File: src/rtl/mem_access_ctrl_if.sv
// Bus-side and SRAM-side signal bundle for the MAR/MDR memory-access unit.
// The controller connects through the slave modport; the bus/SRAM environment
// connects through the master modport.
interface mem_access_ctrl_if #(
    parameter int DATA_W = 16,
    parameter int ADDR_W = 20
);
    logic [DATA_W-1:0] BUS;
    logic              LD_MAR;
    logic              LD_MDR;
    logic              mem_req;
    logic              mem_we;
    logic [DATA_W-1:0] Data_from_SRAM;
    logic [DATA_W-1:0] MAR;
    logic [DATA_W-1:0] MDR;
    logic [ADDR_W-1:0] SRAM_ADDR;
    logic [DATA_W-1:0] Data_to_SRAM;
    logic              data_oe;
    logic              CE_N;
    logic              OE_N;
    logic              WE_N;
    logic              R;
    logic              busy;
    logic              busy_err;

    modport master (
        output BUS, LD_MAR, LD_MDR, mem_req, mem_we, Data_from_SRAM,
        input  MAR, MDR, SRAM_ADDR, Data_to_SRAM, data_oe,
        input  CE_N, OE_N, WE_N, R, busy, busy_err
    );

    modport slave (
        input  BUS, LD_MAR, LD_MDR, mem_req, mem_we, Data_from_SRAM,
        output MAR, MDR, SRAM_ADDR, Data_to_SRAM, data_oe,
        output CE_N, OE_N, WE_N, R, busy, busy_err
    );
endinterface

File: src/rtl/mem_access_ctrl.sv
// MAR/MDR memory-access unit: holds MAR and MDR and sequences wait-stated
// SRAM reads and writes, returning a one-cycle ready pulse (R) on completion.
module mem_access_ctrl #(
    parameter int DATA_W      = 16,
    parameter int ADDR_W      = 20,
    parameter int WAIT_CYCLES = 2
) (
    input logic             Clk,
    input logic             Reset_ah,
    mem_access_ctrl_if.slave io
);
    typedef enum logic [2:0] {
        IDLE,
        RD,
        WR_SETUP,
        WR_PULSE,
        WR_HOLD,
        DONE
    } state_t;

    localparam logic [3:0] CNT_INIT = 4'(WAIT_CYCLES);

    state_t            state;
    logic [3:0]        cnt;
    logic [DATA_W-1:0] mar_q;
    logic [DATA_W-1:0] mdr_q;
    logic              busy_err_q;
    logic              any_cmd;
    logic              in_access;

    assign any_cmd   = io.LD_MAR | io.LD_MDR | io.mem_req;
    assign in_access = (state == RD) || (state == WR_SETUP) ||
                       (state == WR_PULSE) || (state == WR_HOLD);

    // Sequencer: register loads, access state, wait counter and busy_err flag.
    always_ff @(posedge Clk or posedge Reset_ah) begin
        if (Reset_ah) begin
            state      <= IDLE;
            cnt        <= '0;
            mar_q      <= '0;
            mdr_q      <= '0;
            busy_err_q <= 1'b0;
        end else begin
            // Commands arriving mid-access are dropped but flagged next cycle.
            busy_err_q <= in_access & any_cmd;
            case (state)
                IDLE: begin
                    if (io.LD_MAR) mar_q <= io.BUS;
                    if (io.LD_MDR) mdr_q <= io.BUS;
                    if (io.mem_req) begin
                        if (io.mem_we) begin
                            state <= WR_SETUP;
                        end else begin
                            state <= RD;
                            cnt   <= CNT_INIT;
                        end
                    end
                end
                RD: begin
                    if (cnt != 4'd0) begin
                        cnt <= cnt - 4'd1;
                    end else begin
                        mdr_q <= io.Data_from_SRAM;
                        state <= DONE;
                    end
                end
                WR_SETUP: begin
                    state <= WR_PULSE;
                    cnt   <= CNT_INIT;
                end
                WR_PULSE: begin
                    if (cnt != 4'd0) cnt   <= cnt - 4'd1;
                    else             state <= WR_HOLD;
                end
                WR_HOLD: state <= DONE;
                DONE:    state <= IDLE;
                default: state <= IDLE;
            endcase
        end
    end

    // Strobes and status decode from state alone so reset releases them at once.
    always_comb begin
        io.CE_N    = 1'b1;
        io.OE_N    = 1'b1;
        io.WE_N    = 1'b1;
        io.data_oe = 1'b0;
        io.R       = 1'b0;
        io.busy    = (state != IDLE);
        case (state)
            RD: begin
                io.CE_N = 1'b0;
                io.OE_N = 1'b0;
            end
            WR_SETUP, WR_HOLD: begin
                io.CE_N    = 1'b0;
                io.data_oe = 1'b1;
            end
            WR_PULSE: begin
                io.CE_N    = 1'b0;
                io.WE_N    = 1'b0;
                io.data_oe = 1'b1;
            end
            DONE:    io.R = 1'b1;
            default: ;
        endcase
    end

    assign io.MAR          = mar_q;
    assign io.MDR          = mdr_q;
    assign io.SRAM_ADDR    = ADDR_W'(mar_q);
    assign io.Data_to_SRAM = mdr_q;
    assign io.busy_err     = busy_err_q;
endmodule

File: src/flat_wrapper.sv
// flat-port wrapper written by rule: the top's interface ports become plain ports
module mem_access_ctrl_flat 
#(
    parameter int DATA_W      = 16,
    parameter int ADDR_W      = 20,
    parameter int WAIT_CYCLES = 2
)
  (Clk, Reset_ah, io_BUS, io_LD_MAR, io_LD_MDR, io_mem_req, io_mem_we, io_Data_from_SRAM, io_MAR, io_MDR, io_SRAM_ADDR, io_Data_to_SRAM, io_data_oe, io_CE_N, io_OE_N, io_WE_N, io_R, io_busy, io_busy_err);
  mem_access_ctrl_if #(.DATA_W(DATA_W), .ADDR_W(ADDR_W)) io_i ();
  input logic Clk;
  input logic Reset_ah;
  input wire logic [$bits(io_i.BUS)-1:0] io_BUS;
  input wire logic [$bits(io_i.LD_MAR)-1:0] io_LD_MAR;
  input wire logic [$bits(io_i.LD_MDR)-1:0] io_LD_MDR;
  input wire logic [$bits(io_i.mem_req)-1:0] io_mem_req;
  input wire logic [$bits(io_i.mem_we)-1:0] io_mem_we;
  input wire logic [$bits(io_i.Data_from_SRAM)-1:0] io_Data_from_SRAM;
  output wire logic [$bits(io_i.MAR)-1:0] io_MAR;
  output wire logic [$bits(io_i.MDR)-1:0] io_MDR;
  output wire logic [$bits(io_i.SRAM_ADDR)-1:0] io_SRAM_ADDR;
  output wire logic [$bits(io_i.Data_to_SRAM)-1:0] io_Data_to_SRAM;
  output wire logic [$bits(io_i.data_oe)-1:0] io_data_oe;
  output wire logic [$bits(io_i.CE_N)-1:0] io_CE_N;
  output wire logic [$bits(io_i.OE_N)-1:0] io_OE_N;
  output wire logic [$bits(io_i.WE_N)-1:0] io_WE_N;
  output wire logic [$bits(io_i.R)-1:0] io_R;
  output wire logic [$bits(io_i.busy)-1:0] io_busy;
  output wire logic [$bits(io_i.busy_err)-1:0] io_busy_err;
  assign io_i.BUS = io_BUS;
  assign io_i.LD_MAR = io_LD_MAR;
  assign io_i.LD_MDR = io_LD_MDR;
  assign io_i.mem_req = io_mem_req;
  assign io_i.mem_we = io_mem_we;
  assign io_i.Data_from_SRAM = io_Data_from_SRAM;
  assign io_MAR = io_i.MAR;
  assign io_MDR = io_i.MDR;
  assign io_SRAM_ADDR = io_i.SRAM_ADDR;
  assign io_Data_to_SRAM = io_i.Data_to_SRAM;
  assign io_data_oe = io_i.data_oe;
  assign io_CE_N = io_i.CE_N;
  assign io_OE_N = io_i.OE_N;
  assign io_WE_N = io_i.WE_N;
  assign io_R = io_i.R;
  assign io_busy = io_i.busy;
  assign io_busy_err = io_i.busy_err;
  mem_access_ctrl #(.DATA_W(DATA_W), .ADDR_W(ADDR_W), .WAIT_CYCLES(WAIT_CYCLES)) u_core (.Clk(Clk), .Reset_ah(Reset_ah), .io(io_i));
endmodule
File: config.mk
export PLATFORM = sky130hd
export DESIGN_NAME = mem_access_ctrl_flat
export DESIGN_NICKNAME = d
export VERILOG_FILES = /design/src/rtl/mem_access_ctrl_if.sv /design/src/rtl/mem_access_ctrl.sv /design/src/flat_wrapper.sv
export SDC_FILE = /design/constraint.sdc
export NUM_CORES = 1
export LEC_CHECK = 0
export CAP_MARGIN = 40
export CORE_ASPECT_RATIO = 0.8
export CORE_MARGIN = 4
export CORE_UTILIZATION = 44
export DETAILED_ROUTE_END_ITERATION = 12
export PLACE_DENSITY = 0.95
export SLEW_MARGIN = 10
export SYNTH_ARGS = -nofsm -noshare
export SYNTH_HDL_FRONTEND = slang
export SYNTH_SLANG_ARGS = --single-unit
export TNS_END_PERCENT = 1
File: constraint.sdc
create_clock -name Clk -period 3.3 [get_ports Clk]
set_input_delay 0.66 -clock Clk [delete_from_list [all_inputs] [get_ports Clk]]
set_output_delay 0.66 -clock Clk [all_outputs]
set_load 0.01 [all_outputs]
==> results of run 1 <==
[layer usage]
layer	global-route usage	wire [um]	up-vias
met2	0.288	2690	70
met5	0	0	-
met1	0.197	2030	772
li1	-	-	720
met4	0.0201	8	0
met3	0.0556	430	2
[sequential cells by signal, indices dropped and copies added, names as in the netlist]
| name | cells |
|---|---|
| u_core.state | 3 |
| u_core.io.busy_err | 1 |
| u_core.io.MAR | 16 |
| u_core.cnt | 4 |
| u_core.io.Data_to_SRAM | 16 |
[worst max-delay path: stages (launching register included)]
cell,delay (ns)
dfrtp_1,0.53
nor2_1,0.16
mux2_2,0.32
nor2_1,0.09
clkdlybuf4s50_1,0.54
[stage by stage]
stage | cell area, um2 | util | instances | setup WS (ns)
2_1_floorplan | 2280 | - | 180 | 1.59
3_3_place_gp | 3110 | 0.621 | 310 | 1.07
3_5_place_dp | 3110 | 0.621 | 310 | 1.02
4_1_cts | 3220 | 0.642 | 318 | 0.697
5_1_grt | 3220 | 0.642 | 318 | 0.605
6_report | 3220 | 0.642 | 318 | 0.716
[report_power, final]
group / switching (W) / total [W] / internal (W)
Clock: 0.000164 / 0.000389 / 0.000224
Combinational: 0.000765 / 0.00209 / 0.00132
Sequential: 0.000215 / 0.000954 / 0.000740
Total: 0.00114 / 0.00343 / 0.00229
[final timing paths]
| kind | start | end | slack, ns | cells past startpoint |
|---|---|---|---|---|
| hold reg to reg | u_core.io.MAR[0]$_DFFE_PP0P_ | u_core.io.MAR[0]$_DFFE_PP0P_ | 0.52 | 1 |
| setup reg to reg | u_core.state[2]$_DFFE_PP0P_ | u_core.io.Data_to_SRAM[13]$_DFFE_PP0P_ | 1.40 | 4 |
| max in group asynchronous | Reset_ah | u_core.io.busy_err$_DFF_PP0_ | 2.14 | 3 |
| hold / removal | u_core.io.MAR[0]$_DFFE_PP0P_ | u_core.io.MAR[0]$_DFFE_PP0P_ | 0.52 | 1 |
| setup / recovery | u_core.state[1]$_DFFE_PP0P_ | io_CE_N | 0.72 | 4 |
| min in group asynchronous | Reset_ah | u_core.io.MAR[1]$_DFFE_PP0P_ | 0.80 | 3 |
[synth_stat cells]
cell type	instances
ha_1	1
and3_1	1
nand3_1	2
a221o_2	1
nor3b_2	1
o21a_1	1
inv_1	6
a211oi_1	1
buf_12	1
nor4bb_1	1
nand2b_1	3
buf_4	37
o21ai_0	2
nor3_2	1
conb_1	1
or3b_2	1
nor2_1	4
o32a_2	1
mux2_2	26
and2b_2	1
a21o_2	1
mux2_1	6
buf_8	1
mux2_4	17
and4bb_1	1
a22o_1	2
xor2_1	1
dfrtp_1	40
nand3b_1	1
a21oi_1	1
a32o_1	1
nand2_1	5
nor3_1	1
buf_6	5
and2_1	1
[cell type report]
type,instances,area (um2)
Clock buffer,6,72.6
Clock inverter,2,35.0
Fill cell,405,1790
Inverter,6,22.5
Multi-Input combinational cell,90,897
Sequential cell,40,1000
Tap cell,62,77.6
Timing Repair Buffer,112,1110
[kinds of logic (layout without fill, tap and decap cells)]
logic type               Yosys count  after routing  share of synthesized area
AND/OR/NAND/NOR                   24             24                     0.0661
AO/OA/AOI/OAI                     11             11                     0.0391
XOR/XNOR                           1              1                    0.00386
buffers and inverters             50            126                      0.172
flip-flops                        40             40                      0.441
multiplexers                      49             49                      0.271
adder cells (fa/ha/maj)            1              1                    0.00551
other                              1              4                    0.00165
==> impl_metrics.py, run 1 <==
metrics = {
    "clock_tree": {
        "cts_resized": 0,
        "clock_sinks": 40,
        "cts_root_buffer": "clkbuf_8",
        "clk_latency_ns": 0.28,
        "numCtsBuffers": 5,
        "cts_tree": "built",
        "htreeDepth": 2,
        "post-cts-setup-buffer-count": 0,
        "clk_pin_slew_ns": 0.07,
        "postCtsHoldBufs": 0,
        "cts.path.max_buffers": 2,
    },
    "synth": {
        "synth.avg_cell_area_um2": 12.8,
        "synthCells": 177,
        "yosysTopAreaCell": "dfrtp_1",
        "synth_area_um2": 2270,
        "ys.warnings.count": 0,
        "ys_top_cells_by_area": "dfrtp_1, mux2_2, buf_4",
        "seq_area_frac_synth": 0.441,
        "yosysUniqueCellTypes": 35,
        "postSynthRegisterBits": 40,
        "synth_top_area_frac": 0.441,
    },
    "final_layout": {
        "layout_commonest_cell": "clkdlybuf4s50_1",
        "syn2layout_area_growth_pct": 41.6,
        "antenna_cells": 0,
        "drive_gt1_frac": 0.238,
        "final_cell_mix": "clkdlybuf4s50_1, dfrtp_1, mux2_2, mux2_4",
        "finalNetCount": 294,
    },
    "place": {
        "gp_congestion": 0.844,
        "dp_hpwl_um": 3930,
        "portBuffers": 108,
    },
    "grt": {
        "overflow": 0,
        "grt_max_degree": 41,
        "first_global_vias": 1612,
        "antenna_found_initial": 0,
        "grt_pass1_wl_um": 7950,
        "groute.usage.overall": 0.163,
    },
    "sta": {
        "drv_slew": 0,
        "finClkSkew_ns": 0.00157,
        "relSlewSlack": 0.659,
        "fin_tns_setup_ns": 0,
        "fin_crit_sh": 0.783,
        "setup_violations": 0,
        "whs_ns": 0.518,
        "max_freq_mhz": 387,
        "fin_crit_ns": 2.58,
        "hold_viol": 0,
        "tightest_slew_ns": 0.512,
        "rsz0062_at_grt": "false",
    },
    "worst_setup_path": {
        "critPathCaptureType": "primary output",
        "path_class": "reg -> out",
        "critical_path_required_ns": 2.64,
        "arrival_ns": 1.92,
        "critPathMaxFanout": 9,
        "startpoint_type": "flip-flop",
    },
    "pwr": {
        "totalPowerFinal_w": 0.00343,
        "peakVddDrop_uv": 516,
        "p_per_area_nw_per_um2": 1070,
        "leakage_nw": 1.37,
    },
    "routing": {
        "drt-total-wl_um": 5160,
        "wl_per_cell_um": 16.2,
        "num_vias": 1564,
        "viasPerCell": 4.92,
        "drt_iter0_markers": 52,
        "drcViolationCount": 0,
        "dr.pass1.iters": 4,
        "ant_nets": 0,
    },
    "flow_run": {
        "maxCapViolCount": 0,
    },
    "worst_hold_path": {
        "hold_class": "reg -> reg",
    },
    "floorplanning": {
        "die_area_um2": 6390,
        "die_y_um": 72.3,
        "core_um2": 5010,
        "initial_core_util": 0.454,
        "row_count": 23,
        "dieWidth_um": 88.3,
        "ios": 113,
    },
    "outcome": {
        "status": "completed",
    },
}
Note: power is estimated with default switching activity, not from simulation.
==> run 2: changes to the inputs <==
Settings changed: CORE_UTILIZATION 44 to 37, PLACE_DENSITY 0.95 to 0.86.
Clock period 3.3 ns to 2.34 ns, I/O delays scaled along.
==> run 2 against run 1 <==
  * Die area grew 17%
  * Clock skew grew 0.0060 ns
  * Sequential power grew 42%
  * Design area grew 1.3%
  * Clock power grew 19%
  * Worst hold slack lost 0.0012 ns
  * Total power grew 40%
  * Critical path type unchanged
  * Combinational power grew 43%
  * Wire length grew 1.1%
==> impl_metrics.py, run 2 (synthesis results as in run 1) <==
metrics = {
    "outcome": {
        "status": "completed",
    },
    "worst_setup_path": {
        "critical_path_required_ns": 1.87,
        "path_class": "reg -> out",
        "startpoint_type": "flip-flop",
        "critPathCaptureType": "primary output",
        "r2r_start": "u_core.cnt[0]$_DFFE_PP0P_",
        "critPathMaxFanout": 9,
        "reg2reg_depth": 6,
        "arrival_ns": 1.77,
        "ff2ff_setup_slack_ns": 0.49,
        "worstReg2RegEnd": "u_core.io.Data_to_SRAM[0]$_DFFE_PP0P_",
    },
    "sta": {
        "relSlewSlack": 0.519,
        "tightest_slew_ns": 0.717,
        "hold_viol": 0,
        "finClkSkew_ns": 0.00757,
        "setup_violations": 0,
        "fin_tns_setup_ns": 0,
        "setup_ws_ns": 0.106,
        "fin_crit_ns": 2.23,
        "max_freq_mhz": 448,
        "rsz0062_at_grt": "false",
        "fin_crit_sh": 0.955,
        "drv_slew": 0,
    },
    "grt": {
        "grt_pass1_wl_um": 8230,
        "grt_max_degree": 23,
        "groute.usage.overall": 0.142,
        "antenna_found_initial": 0,
        "overflow": 0,
        "first_global_vias": 1618,
    },
    "clock_tree": {
        "clk_latency_ns": 0.28,
        "cts.path.max_buffers": 2,
        "cts_root_buffer": "clkbuf_8",
        "htreeDepth": 2,
        "clock_sinks": 40,
        "post-cts-setup-buffer-count": 0,
        "postCtsHoldBufs": 0,
        "numCtsBuffers": 5,
        "clk_pin_slew_ns": 0.07,
        "cts_tree": "built",
    },
    "pwr": {
        "peakVddDrop_uv": 613,
        "p_per_area_nw_per_um2": 1470,
        "totalPowerFinal_w": 0.00480,
        "leakage_nw": 1.38,
    },
    "routing": {
        "wl_per_cell_um": 15.4,
        "ant_nets": 0,
        "viasPerCell": 4.66,
        "drcViolationCount": 0,
        "drt_iter0_markers": 74,
        "dr.pass1.iters": 4,
        "drt-total-wl_um": 5210,
        "num_vias": 1580,
    },
    "floorplanning": {
        "dieWidth_um": 95.6,
        "core_um2": 5940,
        "die_y_um": 78.1,
        "ios": 113,
        "initial_core_util": 0.382,
        "die_area_um2": 7470,
        "row_count": 25,
    },
    "place": {
        "dp_hpwl_um": 4070,
        "portBuffers": 108,
        "gp_congestion": 0.821,
        "pre_cts_ws_ns": 0.267,
    },
    "worst_hold_path": {
        "hold_class": "in -> async",
    },
    "final_layout": {
        "layout_commonest_cell": "clkdlybuf4s50_1",
        "syn2layout_area_growth_pct": 43.4,
        "multi_input_area_um2": 900,
        "final-seq-area_um2": 1000,
        "fill_cells": 493,
        "final_cell_mix": "clkdlybuf4s50_1, dfrtp_1, mux2_2, mux2_4",
        "antenna_cells": 0,
        "drive_gt1_frac": 0.260,
        "finalNetCount": 296,
    },
    "flow_run": {
        "maxCapViolCount": 0,
    },
}
## run 2: cell types whose count changed in the layout (fill, tap and decap cells not counted), sizes merged
cell / previous run / this run
buf: 4 / 6
clkinv: 1 / 3
bufinv: 1 / 0
inv: 6 / 5
## run 2: report_power, final
group | internal (W) | switching, W | leakage, nW
Combinational | 0.00189 | 0.00110 | 0.851
Clock | 0.000235 | 0.000227 | 0.0510
Sequential | 0.00105 | 0.000298 | 0.475
Total | 0.00317 | 0.00163 | 1.38
## run 2: routing by layer
layer,up-vias,wire (um),GRT usage
li1,727,-,-
met1,776,2210,0.184
met2,75,2550,0.232
met3,2,430,0.0441
met4,0,23,0.0298
met5,-,0,0
## run 2: layout make-up
type                    instances  area share
clock buffers                   6      0.0253
clock inverters                 2     0.00307
inverters                       6     0.00691
multi-input cells              90       0.276
flip-flops and latches         40       0.308
well taps                      81      0.0311
repair buffers                114       0.349
## run 2: worst max path at each step
stage                                start                                     end  slack, ns
2_1_floorplan    u_core.cnt[0]$_DFFE_PP0P_  u_core.io.Data_to_SRAM[10]$_DFFE_PP0P_       0.69
6_report       u_core.state[1]$_DFFE_PP0P_                                 io_CE_N       0.11
5_1_grt        u_core.state[1]$_DFFE_PP0P_                                 io_CE_N      0.005
3_3_place_gp   u_core.state[1]$_DFFE_PP0P_                                 io_CE_N       0.32
4_1_cts        u_core.state[0]$_DFFE_PP0P_                                 io_CE_N       0.02
3_5_place_dp   u_core.state[1]$_DFFE_PP0P_                                 io_CE_N       0.27
## run 2: through the flow
stage               hold WS [ns]  instances   util  area, um2
floorplan                  0.487        180      -       2280
global placement           0.500        331  0.532       3160
detailed placement         0.502        331  0.532       3160
CTS                        0.521        339  0.548       3250
global route               0.555        339  0.548       3260
finish                     0.516        339  0.548       3260
## run 2: repair_timing
item	4_1_cts	5_1_grt
setup endpoints to repair	1	2
gates resized for setup	1	2
hold endpoints to repair	0	0
## run 2: critical path: stages, from the launching register on
cell,delay [ns]
dfrtp_2,0.47
nor2_2,0.09
mux2_2,0.30
nor2_1,0.09
clkdlybuf4s50_1,0.54
==> run 3: changes to the inputs <==
Settings changed: GPL_TIMING_DRIVEN from default to 1, MAX_ROUTING_LAYER from default to met4, REMOVE_ABC_BUFFERS from default to 1.
==> run 3 against run 2 <==
  * Total power shrank 0.22%
  * Clock skew shrank 0.0029 ns
  * Flip-flop and latch count is the same
  * Critical endpoint unchanged
  * Maximum frequency shrank 0.31%
  * Sequential power is essentially flat
  * Sequential share of layout area is the same
  * Utilization is the same
  * Clock power shrank 6.3%
  * First-iteration DRC count grew 20%
  * Cell count grew 0.29%
  * Count of clock-buffer cells in the layout is the same
  * Global-route usage grew 0.71 points
==> impl_metrics.py, run 3 (synthesis results as in run 1) <==
metrics = {
    "final_layout": {
        "antenna_cells": 0,
        "layout_commonest_cell": "clkdlybuf4s50_1",
        "final_cells": 340,
        "drive_gt1_frac": 0.259,
        "fin_util": 0.548,
        "syn2layout_area_growth_pct": 43.4,
        "multi_input_area_um2": 900,
        "finalNetCount": 298,
        "final_cell_mix": "clkdlybuf4s50_1, dfrtp_1, mux2_2, mux2_4, buf_4",
        "fill_cells": 509,
        "final-seq-area_um2": 1000,
    },
    "routing": {
        "wl_per_cell_um": 15.7,
        "dr.pass1.iters": 6,
        "num_vias": 1610,
        "drt-total-wl_um": 5330,
        "drt_iter0_markers": 89,
        "ant_nets": 0,
        "drcViolationCount": 0,
        "viasPerCell": 4.74,
    },
    "worst_setup_path": {
        "critPathCaptureType": "primary output",
        "worst_path_max_delay_cell": "clkdlybuf4s50_1",
        "arrival_ns": 1.77,
        "cp_cell_sequence": "nor2_2 > mux2_2 > nor2_1 > clkdlybuf4s50_1",
        "critical_path_required_ns": 1.87,
        "startpoint_type": "flip-flop",
        "critPathMaxFanout": 9,
        "max_stage_delay_ns": 0.54,
        "path_class": "reg -> out",
    },
    "floorplanning": {
        "row_count": 25,
        "die_y_um": 78.1,
        "dieWidth_um": 95.6,
        "core_um2": 5940,
        "ios": 113,
        "initial_core_util": 0.382,
        "die_area_um2": 7470,
    },
    "sta": {
        "drv_slew": 0,
        "setup_ws_ns": 0.0987,
        "hold_viol": 0,
        "relSlewSlack": 0.561,
        "fin_tns_setup_ns": 0,
        "tightest_slew_ns": 0.654,
        "setup_violations": 0,
        "finClkSkew_ns": 0.00470,
        "fin_crit_ns": 2.24,
        "max_freq_mhz": 446,
        "rsz0062_at_grt": "false",
        "fin_crit_sh": 0.958,
    },
    "clock_tree": {
        "htreeDepth": 2,
        "clk_pin_slew_ns": 0.08,
        "cts_root_buffer": "clkbuf_8",
        "postCtsHoldBufs": 0,
        "cts_tree": "built",
        "clk_latency_ns": 0.29,
        "post-cts-setup-buffer-count": 0,
        "cts_resized": 2,
        "numCtsBuffers": 5,
        "cts.path.max_buffers": 2,
        "clock_sinks": 40,
    },
    "grt": {
        "overflow": 0,
        "grt_pass1_wl_um": 8450,
        "groute.usage.overall": 0.149,
        "grt_max_degree": 25,
        "first_global_vias": 1673,
        "antenna_found_initial": 0,
    },
    "place": {
        "gp_congestion": 0.865,
        "dp_hpwl_um": 4220,
        "portBuffers": 108,
        "pre_cts_ws_ns": 0.266,
        "place_inst": 333,
    },
    "flow_run": {
        "maxCapViolCount": 0,
    },
    "pwr": {
        "totalPowerFinal_w": 0.00479,
        "peakVddDrop_uv": 586,
        "p_per_area_nw_per_um2": 1470,
        "leakage_nw": 1.38,
    },
    "outcome": {
        "status": "completed",
    },
    "worst_hold_path": {
        "hold_class": "in -> async",
    },
}
==> run 3: where the power goes <==
| group | switching (W) | total (W) | internal [W] |
|---|---|---|---|
| logic | 0.00110 | 0.00301 | 0.00190 |
| clock network | 0.000230 | 0.000433 | 0.000203 |
| registers | 0.000305 | 0.00135 | 0.00105 |
| total | 0.00164 | 0.00479 | 0.00315 |
==> run 3: worst max-delay path: cells and delay by family (launching register included) <==
kind          cells  cell delay [ns]
mux               1             0.30
simple gates      2             0.18
buf+inv           1             0.54
flops             1             0.47
==> run 3: final timing paths <==
check	start	end	slack, ns	depth (start not counted)
setup / recovery	u_core.state[1]$_DFFE_PP0P_	io_CE_N	0.1	4
hold / removal	Reset_ah	u_core.io.Data_to_SRAM[8]$_DFFE_PP0P_	0.50	2
setup reg to reg	u_core.state[2]$_DFFE_PP0P_	u_core.io.Data_to_SRAM[0]$_DFFE_PP0P_	0.49	5
hold reg to reg	u_core.io.MAR[9]$_DFFE_PP0P_	u_core.io.MAR[9]$_DFFE_PP0P_	0.52	1
max in group asynchronous	Reset_ah	u_core.state[0]$_DFFE_PP0P_	1.33	3
min in group Clk	u_core.io.MAR[9]$_DFFE_PP0P_	u_core.io.MAR[9]$_DFFE_PP0P_	0.52	1
==> run 3: area by class of cell <==
| cell class | instances | share of cell area |
|---|---|---|
| Timing Repair Buffer | 116 | 0.354 |
| Sequential cell | 40 | 0.308 |
| Inverter | 6 | 0.00691 |
| Tap cell | 81 | 0.0311 |
| Clock buffer | 6 | 0.0223 |
| Clock inverter | 1 | 0.00154 |
| Multi-Input combinational cell | 90 | 0.276 |
==> run 3: per-stage QoR <==
step	area (um2)	hold slack [ns]
6_report	3260	0.502
5_1_grt	3260	0.534
4_1_cts	3260	0.509
3_5_place_dp	3180	0.505
3_3_place_gp	3180	0.493
2_1_floorplan	1910	0.487
==> run 3: routing by layer <==
layer  GRT usage  wire (um)  vias to the layer above
li1            -          -                      730
met1       0.184       2310                      792
met2       0.246       2580                       81
met3      0.0345        385                        7
met4      0.0384         49                        0
met5           -          0                        -
